### src/rtl/lf_read_sequencer_pkg.sv
// Shared constants, state encoding and divisor clamp for the LF read sequencer.
package lf_read_sequencer_pkg;

  localparam int CNT_W   = 8;   // divider phase counter / divisor width
  localparam int BURST_W = 16;  // charge / sample period counter width

  localparam logic [CNT_W-1:0] DIV_MIN   = CNT_W'(15);  // smallest legal half-period
  localparam logic [CNT_W-1:0] DIV_RST   = CNT_W'(95);  // 125 kHz carrier at 24 MHz
  localparam logic [CNT_W-1:0] ADC_PHASE = CNT_W'(7);   // ADC-valid point in the low half

  typedef enum logic [1:0] {
    ST_IDLE   = 2'd0,
    ST_ARM    = 2'd1,
    ST_CHARGE = 2'd2,
    ST_SAMPLE = 2'd3
  } state_e;

  // Programmed divisors below DIV_MIN would starve the ADC capture phase.
  function automatic logic [CNT_W-1:0] clamp_div(input logic [CNT_W-1:0] d);
    return (d < DIV_MIN) ? DIV_MIN : d;
  endfunction

endpackage

### src/rtl/lf_read_sequencer_if.sv
// Control/status bundle between the ARM-side controller and the LF read sequencer.
interface lf_read_sequencer_if;
  import lf_read_sequencer_pkg::*;

  logic [CNT_W-1:0]   divisor;
  logic [BURST_W-1:0] charge_periods;
  logic [BURST_W-1:0] sample_periods;
  logic               start;
  logic               abort;

  logic [CNT_W-1:0]   pck_cnt;
  logic               pck_divclk;
  logic               lf_field;
  logic               sample_stb;
  logic               frame_en;
  logic               busy;
  logic               done;

  // Controller side: issues configuration and commands, observes timing/status.
  modport master (
    output divisor, charge_periods, sample_periods, start, abort,
    input  pck_cnt, pck_divclk, lf_field, sample_stb, frame_en, busy, done
  );

  // Sequencer side.
  modport slave (
    input  divisor, charge_periods, sample_periods, start, abort,
    output pck_cnt, pck_divclk, lf_field, sample_stb, frame_en, busy, done
  );

endinterface

### src/rtl/lf_read_sequencer_clk_divider.sv
// Free-running carrier divider: phase counter, carrier clock and period tick.
module lf_clk_divider
  import lf_read_sequencer_pkg::*;
(
  input  logic             clk,
  input  logic             rst_n,
  input  logic [CNT_W-1:0] divisor,
  output logic [CNT_W-1:0] pck_cnt,
  output logic             pck_divclk,
  output logic             period_tick
);

  logic [CNT_W-1:0] div_reg;
  logic             wrap;

  assign wrap        = (pck_cnt == div_reg);
  // The wrap that is about to raise pck_divclk marks the start of a carrier period.
  assign period_tick = wrap & ~pck_divclk;

  // Phase counter; the divisor is only reloaded on a wrap so no half-period is cut short.
  always_ff @(posedge clk) begin
    // NOTE: reset is sampled on the clock edge (synchronous), and all state uses <=
    // so every register sees the pre-edge values of its neighbours.
    if (!rst_n) begin
      pck_cnt    <= '0;
      pck_divclk <= 1'b0;
      div_reg    <= DIV_RST;
    end else if (wrap) begin
      pck_cnt    <= '0;
      pck_divclk <= ~pck_divclk;
      div_reg    <= clamp_div(divisor);
    end else begin
      pck_cnt    <= pck_cnt + CNT_W'(1);
    end
  end

endmodule

### src/rtl/lf_read_sequencer.sv
// LF read sequencer: charge-then-sample burst FSM on top of the carrier divider.
module lf_read_sequencer
  import lf_read_sequencer_pkg::*;
(
  input  logic pck0,
  input  logic rst_n,
  lf_read_sequencer_if.slave bus
);

  state_e             state, state_nx;
  logic [BURST_W-1:0] charge_cnt, charge_cnt_nx;
  logic [BURST_W-1:0] sample_cnt, sample_cnt_nx;
  logic               done_c;
  logic [CNT_W-1:0]   pck_cnt;
  logic               pck_divclk;
  logic               period_tick;

  lf_clk_divider u_div (
    .clk         (pck0),
    .rst_n       (rst_n),
    .divisor     (bus.divisor),
    .pck_cnt     (pck_cnt),
    .pck_divclk  (pck_divclk),
    .period_tick (period_tick)
  );

  // State and burst counter registers.
  always_ff @(posedge pck0) begin
    if (!rst_n) begin
      state      <= ST_IDLE;
      charge_cnt <= '0;
      sample_cnt <= '0;
    end else begin
      state      <= state_nx;
      charge_cnt <= charge_cnt_nx;
      sample_cnt <= sample_cnt_nx;
    end
  end

  // Next-state logic; abort takes priority over start and over period ticks.
  always_comb begin
    // NOTE: every signal gets a default before the case so no path leaves it
    // unassigned, which would otherwise infer a latch.
    state_nx      = state;
    charge_cnt_nx = charge_cnt;
    sample_cnt_nx = sample_cnt;
    done_c        = 1'b0;
    case (state)
      ST_IDLE: begin
        if (bus.start && !bus.abort) begin
          state_nx      = ST_ARM;
          charge_cnt_nx = bus.charge_periods;
          sample_cnt_nx = bus.sample_periods;
        end
      end
      ST_ARM: begin
        if (bus.abort) begin
          state_nx = ST_IDLE;
        end else if (period_tick) begin
          state_nx = (charge_cnt != '0) ? ST_CHARGE : ST_SAMPLE;
        end
      end
      ST_CHARGE: begin
        if (bus.abort) begin
          state_nx = ST_IDLE;
        end else if (period_tick && charge_cnt != '0) begin
          charge_cnt_nx = charge_cnt - BURST_W'(1);
          if (charge_cnt == BURST_W'(1)) state_nx = ST_SAMPLE;
        end
      end
      ST_SAMPLE: begin
        // A zero sample count never decrements, giving continuous sampling.
        if (bus.abort) begin
          state_nx = ST_IDLE;
        end else if (period_tick && sample_cnt != '0) begin
          sample_cnt_nx = sample_cnt - BURST_W'(1);
          if (sample_cnt == BURST_W'(1)) begin
            state_nx = ST_IDLE;
            done_c   = 1'b1;
          end
        end
      end
      default: state_nx = ST_IDLE;
    endcase
  end

  assign bus.pck_cnt    = pck_cnt;
  assign bus.pck_divclk = pck_divclk;
  assign bus.lf_field   = (state == ST_CHARGE) || (state == ST_SAMPLE);
  assign bus.frame_en   = (state == ST_SAMPLE);
  assign bus.busy       = (state != ST_IDLE);
  assign bus.sample_stb = (state == ST_SAMPLE) && (pck_cnt == ADC_PHASE) && !pck_divclk;
  assign bus.done       = done_c;

endmodule

### src/flat_wrapper.sv
// flat-port wrapper written by rule: the top's interface ports become plain ports
module lf_read_sequencer_flat import lf_read_sequencer_pkg::*;
  (pck0, rst_n, bus_divisor, bus_charge_periods, bus_sample_periods, bus_start, bus_abort, bus_pck_cnt, bus_pck_divclk, bus_lf_field, bus_sample_stb, bus_frame_en, bus_busy, bus_done);
  lf_read_sequencer_if bus_i ();
  input  logic pck0;
  input  logic rst_n;
  input wire logic [$bits(bus_i.divisor)-1:0] bus_divisor;
  input wire logic [$bits(bus_i.charge_periods)-1:0] bus_charge_periods;
  input wire logic [$bits(bus_i.sample_periods)-1:0] bus_sample_periods;
  input wire logic [$bits(bus_i.start)-1:0] bus_start;
  input wire logic [$bits(bus_i.abort)-1:0] bus_abort;
  output wire logic [$bits(bus_i.pck_cnt)-1:0] bus_pck_cnt;
  output wire logic [$bits(bus_i.pck_divclk)-1:0] bus_pck_divclk;
  output wire logic [$bits(bus_i.lf_field)-1:0] bus_lf_field;
  output wire logic [$bits(bus_i.sample_stb)-1:0] bus_sample_stb;
  output wire logic [$bits(bus_i.frame_en)-1:0] bus_frame_en;
  output wire logic [$bits(bus_i.busy)-1:0] bus_busy;
  output wire logic [$bits(bus_i.done)-1:0] bus_done;
  assign bus_i.divisor = bus_divisor;
  assign bus_i.charge_periods = bus_charge_periods;
  assign bus_i.sample_periods = bus_sample_periods;
  assign bus_i.start = bus_start;
  assign bus_i.abort = bus_abort;
  assign bus_pck_cnt = bus_i.pck_cnt;
  assign bus_pck_divclk = bus_i.pck_divclk;
  assign bus_lf_field = bus_i.lf_field;
  assign bus_sample_stb = bus_i.sample_stb;
  assign bus_frame_en = bus_i.frame_en;
  assign bus_busy = bus_i.busy;
  assign bus_done = bus_i.done;
  lf_read_sequencer u_core (.pck0(pck0), .rst_n(rst_n), .bus(bus_i));
endmodule
### config.mk
export PLATFORM = sky130hd
export DESIGN_NAME = lf_read_sequencer_flat
export DESIGN_NICKNAME = d
export VERILOG_FILES = /design/src/rtl/lf_read_sequencer_pkg.sv /design/src/rtl/lf_read_sequencer_if.sv /design/src/rtl/lf_read_sequencer_clk_divider.sv /design/src/rtl/lf_read_sequencer.sv /design/src/flat_wrapper.sv
export SDC_FILE = /design/constraint.sdc
export NUM_CORES = 1
export LEC_CHECK = 0
export ABC_AREA = 1
export BUFFER_PORTS_ARGS = -buffer_cell sky130_fd_sc_hd__buf_2
export CAP_MARGIN = 20
export CORE_MARGIN = 2
export CORE_UTILIZATION = 42
export CTS_BUF_LIST = sky130_fd_sc_hd__clkbuf_16
export DETAILED_ROUTE_END_ITERATION = 8
export HOLD_SLACK_MARGIN = 0.02
export PLACE_DENSITY = 0.59
export SYNTH_ARGS = -nofsm -noshare
export SYNTH_HDL_FRONTEND = slang
export SYNTH_SLANG_ARGS = --single-unit
### constraint.sdc
create_clock -name pck0 -period 2.3 [get_ports pck0]
set_clock_uncertainty 0.15 [all_clocks]
set_input_delay 0.115 -clock pck0 [delete_from_list [all_inputs] [get_ports pck0]]
set_output_delay 0.115 -clock pck0 [all_outputs]
set_load 0.01 [all_outputs]
==> impl_metrics.toml, run 1 <==
[status]
status = "completed"

[floorplanning]
core_mm2 = 0.00773
io_pins = 58
num_rows = 32
die_w_um = 93.5
initial_core_util_pct = 43.6
dieHeight_um = 93.5
die_area_mm2 = 0.00875

[setup_path]
worstSetupPathType = "reg2reg"
crit_required_ps = 2320
setup.worst_path.start_class = "flop"
arrival_ps = 2090
setup.worst_path.end_class = "flop"
cpPeakStageDelay_ps = 450
path_max_fanout = 26
cpMaxStageDelayCell = "dfxtp_1"
crit_chain = "inv_1 -> nand2_1 -> nand2_1 -> nor2_1 -> nand2_1 -> nor2_4 -> nand4_2 -> nand2_4 -> inv_1 -> nor2_1 -> nor2_1"

[place]
hpwl_mm = 6.32
port_buffers = 57
gp_congestion = 0.808

[yosys]
yosysWarnings = 0
ys_seq_area_share_pct = 30.3
ys_types = 42
yosys.area_share.adder_pct = 2.60
synth_compound_area_share_pct = 16.2
synth_area_mm2 = 0.00337
synth-edff-count = 0
synthesis.instances = 525
synth_simple_gate_area_share_pct = 36.1
ys.flop_type = "dfxtp_1"
synth_top_family_by_area = "simple AND/OR/NAND/NOR gates"
synth_mux_area_share_pct = 2.08
synth_fp_nets = 576
syn_avg_cell_area_um2 = 6.41
ys_seq_elements = 51
synth-async-reset-ratio_pct = 0
synth_xor_area_share_pct = 3.38

[global_routing]
grt_first_pass_wirelength_mm = 14.0
grt_pass1_vias = 3162
grt_max_degree = 29
grtUsageTotal_pct = 19.7
grt_antenna_before_repair = 0
overflow = 0

[power_and_ir_drop]
power.leakage_nw = 1.98
power.share.sequential_pct = 32.5
p_sw_mw = 1.45
p_per_area_mw_per_mm2 = 856
combPwrFrac_pct = 44.9
power.share.clock_pct = 22.7
power.total_mw = 3.56
switching_share_pct = 40.6
intPower_mw = 2.11
vdd_drop_max_v = 0.000436

[finish]
drive_gt1_share_pct = 15.5
top_regs = "u_core.charge_cnt x16, u_core.sample_cnt x16"
diodes = 0
utilization_pct = 53.7
fin_nets = 658
syn_to_final_growth_pct = 23.4

[clock_network]
insertion_delay_ps = 280
clock-sinks = 51
numCtsBuffers = 5
htree_levels = 2
cts-resized-gates = 0
cts_hold_buf = 27
clock_path_buffers = 2
clkTransAtPathRegs_ps = 70
cts_tree = "done"
cts-root-buf = "clkbuf_16"
cts_setup_buffers = 0

[timing]
rsz0062_at_grt = "false"
hold_slack_ps = 36.8
tightest_slew_ps = 589
slew_headroom_pct = 60.4
max_clock_freq_ghz = 0.485
period_needed_ps = 2060
setup_tns_ps = 0
slew_violations = 0
setup_viol = 0
final_hold_viol_count = 0
finalCritPeriodShare_pct = 89.7

[flow_run]
drv_cap = 0

[detailed_routing]
post_drt_wl_per_cell_um = 11.7
avgViaCountPerCell = 4.90
drcViolationCount = 0
num_vias = 3473
drtPass1Iterations = 4
totalWireLength_mm = 8.31
ant_nets = 0
first_iter_violations = 142

[min_path]
min_path_type = "in2reg"
cell type report:
cell class / instances / area [um^2]
fillers: 796 / 3570
multi-input cells: 403 / 2030
flip-flops and latches: 51 / 1020
repair buffers: 91 / 608
inverters: 55 / 206
well taps: 102 / 128
clock buffers: 5 / 125
clock inverters: 2 / 33.8
cells by family after synthesis:
logic type	count (synthesis)
flops	51
fa+ha+maj	7
xor+xnor	13
buf+inv	71
mux	7
simple gates	279
compound gates	97
power groups by stage:
stage | clock [mW] | sequential, mW | combinational (mW)
6_report | 0.807 | 1.15 | 1.59
5_1_grt | 0.875 | 1.18 | 1.83
4_1_cts | 0.838 | 1.15 | 1.60
3_5_place_dp | 0 | 1.17 | 1.56
3_3_place_gp | 0 | 1.17 | 1.54
2_1_floorplan | 0 | 1.14 | 1.24
synth_stat cells, types with 2 or more instances:
cell	instances	share of area [%]
buf_1	2	0.22
nand4_1	7	1.3
inv_2	4	0.45
a21oi_1	28	4.2
nor3_1	15	2.2
buf_8	2	0.89
nand2_4	2	0.67
o21ai_0	38	5.7
xor2_1	6	1.6
and3_1	2	0.37
nor2_1	85	9.5
o21ai_1	11	1.6
a31oi_1	2	0.37
o211ai_1	3	0.67
nand2_1	121	13
a21oi_2	8	2.1
nor2_4	2	0.67
nand2_2	3	0.56
nand3_1	33	4.9
inv_1	51	5.7
buf_6	3	1.0
xnor2_1	7	1.8
nor4_1	2	0.37
mux2i_1	7	2.1
dfxtp_1	51	30
clkbuf_1	7	0.78
nor3b_1	2	0.45
ha_1	7	2.6
critical path, delay by kind of cell, from the launching register on:
family	cells	cell delay, ps
buffers and inverters	2	260
AND/OR/NAND/NOR	9	1080
flip-flops	1	450
cell usage in the layout, fill, tap and decap left out, types with 8 or more instances in the layout:
master,instances
nand2_1,121
dlygate4sd3_1,27
nor3_1,15
dfxtp_1,51
buf_2,57
nor2_1,85
nand3_1,33
o21ai_1,11
o21ai_0,38
inv_1,52
a21oi_2,8
a21oi_1,28
path summary, 6_finish.rpt:
path                                start                    to  slack, ps  cells past startpoint
setup / recovery  u_core.u_div.pck_cnt[0]  u_core.sample_cnt[5]        240                     11
hold / removal      bus_sample_periods[1]  u_core.sample_cnt[1]         40                      5
setup reg to reg  u_core.u_div.pck_cnt[0]  u_core.sample_cnt[5]        240                     11
hold reg to reg      u_core.sample_cnt[9]  u_core.sample_cnt[9]        350                      2
layer usage:
metal | wire, um | part of all wire (%) | global-route usage, %
met1 | 4020 | 48 | 26.1
met4 | 59 | 0.71 | 4.17
met2 | 3910 | 47 | 34.3
met5 | 0 | 0 | 0
met3 | 326 | 3.9 | 2.66
stage by stage:
stage | worst slack [ps] | std cells | instance area [um^2]
6_report | 238 | 709 | 4150
2_1_floorplan | 531 | 525 | 3370
3_3_place_gp | 311 | 675 | 3720
4_1_cts | 214 | 709 | 4150
5_1_grt | 9.07 | 709 | 4150
3_5_place_dp | 230 | 675 | 3720
(Power assumes the default switching activity.)
==> run 2: changes to the inputs <==
BUFFER_PORTS_ARGS = -buffer_cell sky130_fd_sc_hd__clkbuf_2   (was -buffer_cell sky130_fd_sc_hd__buf_2)
==> run 2 against run 1 <==
Effect of this change: sequential share of layout area barely moved; first-iteration DRC count rose by 49%; fmax fell by 1.4%; setup slack got worse by 29 ps; combinational power barely moved; highest routed layer unchanged; critical path type unchanged; global-route usage rose by 0.39 points; critical path depth did not move; total power fell by 2.4%.
==> impl_metrics.toml, run 2 (same netlist as run 1, synthesis figures left out) <==
[status]
status = "completed"

[clock_network]
cts-resized-gates = 0
cts-root-buf = "clkbuf_16"
insertion_delay_ps = 290
cts_setup_buffers = 0
cts_tree = "done"
numCtsBuffers = 5
htree_levels = 2
clkTransAtPathRegs_ps = 70
clock_path_buffers = 2
clock-sinks = 51

[detailed_routing]
drtPass1Iterations = 4
num_vias = 3489
post_drt_wl_per_cell_um = 11.8
avgViaCountPerCell = 4.90
drcViolationCount = 0
ant_nets = 0
totalWireLength_mm = 8.38
first_iter_violations = 212

[power_and_ir_drop]
power.leakage_nw = 1.98
p_per_area_mw_per_mm2 = 835
vdd_drop_max_v = 0.000533

[setup_path]
setup.worst_path.start_class = "flop"
path_max_fanout = 26
cp-startpoint = "u_core.u_div.pck_cnt[6]"
arrival_ps = 2120
rr_worst_depth = 11
reg2reg_from = "u_core.u_div.pck_cnt[6]"
worstSetupPathType = "reg2reg"
setup.worst_path.end_class = "flop"
crit_required_ps = 2330

[global_routing]
grt_max_degree = 29
grt_first_pass_wirelength_mm = 14.2
overflow = 0
grt_pass1_vias = 3125
grtUsageTotal_pct = 20.1
grt_antenna_before_repair = 0

[timing]
tightest_slew_ps = 633
slew_violations = 0
setup_tns_ps = 0
setup_viol = 0
period_needed_ps = 2090
slew_headroom_pct = 57.4
max_clock_freq_ghz = 0.478
rsz0062_at_grt = "false"
final_hold_viol_count = 0
finalCritPeriodShare_pct = 90.9

[min_path]
hold_start = "bus_sample_periods[0]"
whs_path_depth = 5
min_path_type = "in2reg"

[finish]
diodes = 0
top_regs = "u_core.charge_cnt x16, u_core.sample_cnt x16"
final_cell_mix = "nand2_1 (121), nor2_1 (85), clkbuf_2 (57)"
drive_gt1_share_pct = 15.4
final_common_cell = "nand2_1"
stdcell_count = 712
fin_nets = 660
finalInstanceArea_mm2 = 0.00416
syn_to_final_growth_pct = 23.5
fill_cells = 800

[floorplanning]
io_pins = 58
core_mm2 = 0.00773
die_w_um = 93.5
die_area_mm2 = 0.00875
initial_core_util_pct = 43.6
dieHeight_um = 93.5
num_rows = 32

[place]
port_buffers = 57
dp.cells = 675
hpwl_mm = 6.14
placement.cell_area_mm2 = 0.00372
gp_congestion = 0.828

[flow_run]
drv_cap = 0
[run 2: cell types whose count changed in the layout (fill, tap and decap cells not counted), sizes merged]
cell / previous run / this run
buf: 64 / 7
clkinv: 0 / 2
clkbuf: 5 / 62
dlygate4sd3: 27 / 29
bufinv: 1 / 0
[run 2: per-layer routing]
layer	up-vias	track usage, %	share of wire, %
met5	-	0	0
met4	0	5.64	1.2
met3	6	2.98	2.9
met2	45	32.5	46
met1	1560	27.9	50
li1	1878	-	-
[run 2: power breakdown]
| group | switching, mW | internal [mW] | total [mW] | leakage (nW) |
|---|---|---|---|---|
| registers | 0.147 | 1.01 | 1.16 | 0.417 |
| clock network | 0.322 | 0.398 | 0.720 | 0.0726 |
| logic | 0.993 | 0.601 | 1.59 | 1.49 |
[run 2: repair_timing]
item	CTS	global route
setup endpoints to repair	0	0
hold buffers	29	0
endpoints found under the hold margin	29	0
[run 2: cell type report]
type	instances	area [um^2]	share of cell area [%]
Multi-Input combinational cell	403	2030	48.9
Sequential cell	51	1020	24.6
Timing Repair Buffer	93	628	15.1
Inverter	55	206	4.97
Tap cell	102	128	3.07
Clock buffer	5	125	3.01
Clock inverter	3	16.3	0.391
[run 2: stage by stage]
stage / power (mW) / utilization, % / worst slack, ps / hold slack (ps)
floorplan: 2.38 / - / 531 / 95.4
global placement: 2.71 / 48.2 / 306 / 222
detailed placement: 2.72 / 48.2 / 217 / 220
CTS: 3.50 / 53.8 / 200 / 20.0
global route: 3.80 / 53.8 / 25.5 / 46.7
finish: 3.47 / 53.8 / 209 / 18.6
[run 2: worst max-delay path, stage by stage (launching register included)]
cell and delay [ps]:
dfxtp_1 440, inv_2 70, nand2_1 60, nand2_1 60
nor2_1 120, nand2_1 100, nor2_4 200, nand4_2 140
nand2_4 260, inv_1 190, nor2_1 130, nor2_1 60
[run 2: final timing paths]
kind	endpoint	slack, ps
worst max-delay path	u_core.sample_cnt[7]	210
worst min-delay path	u_core.sample_cnt[0]	20
worst max register to register	u_core.sample_cnt[7]	210
worst min register to register	u_core.charge_cnt[10]	350
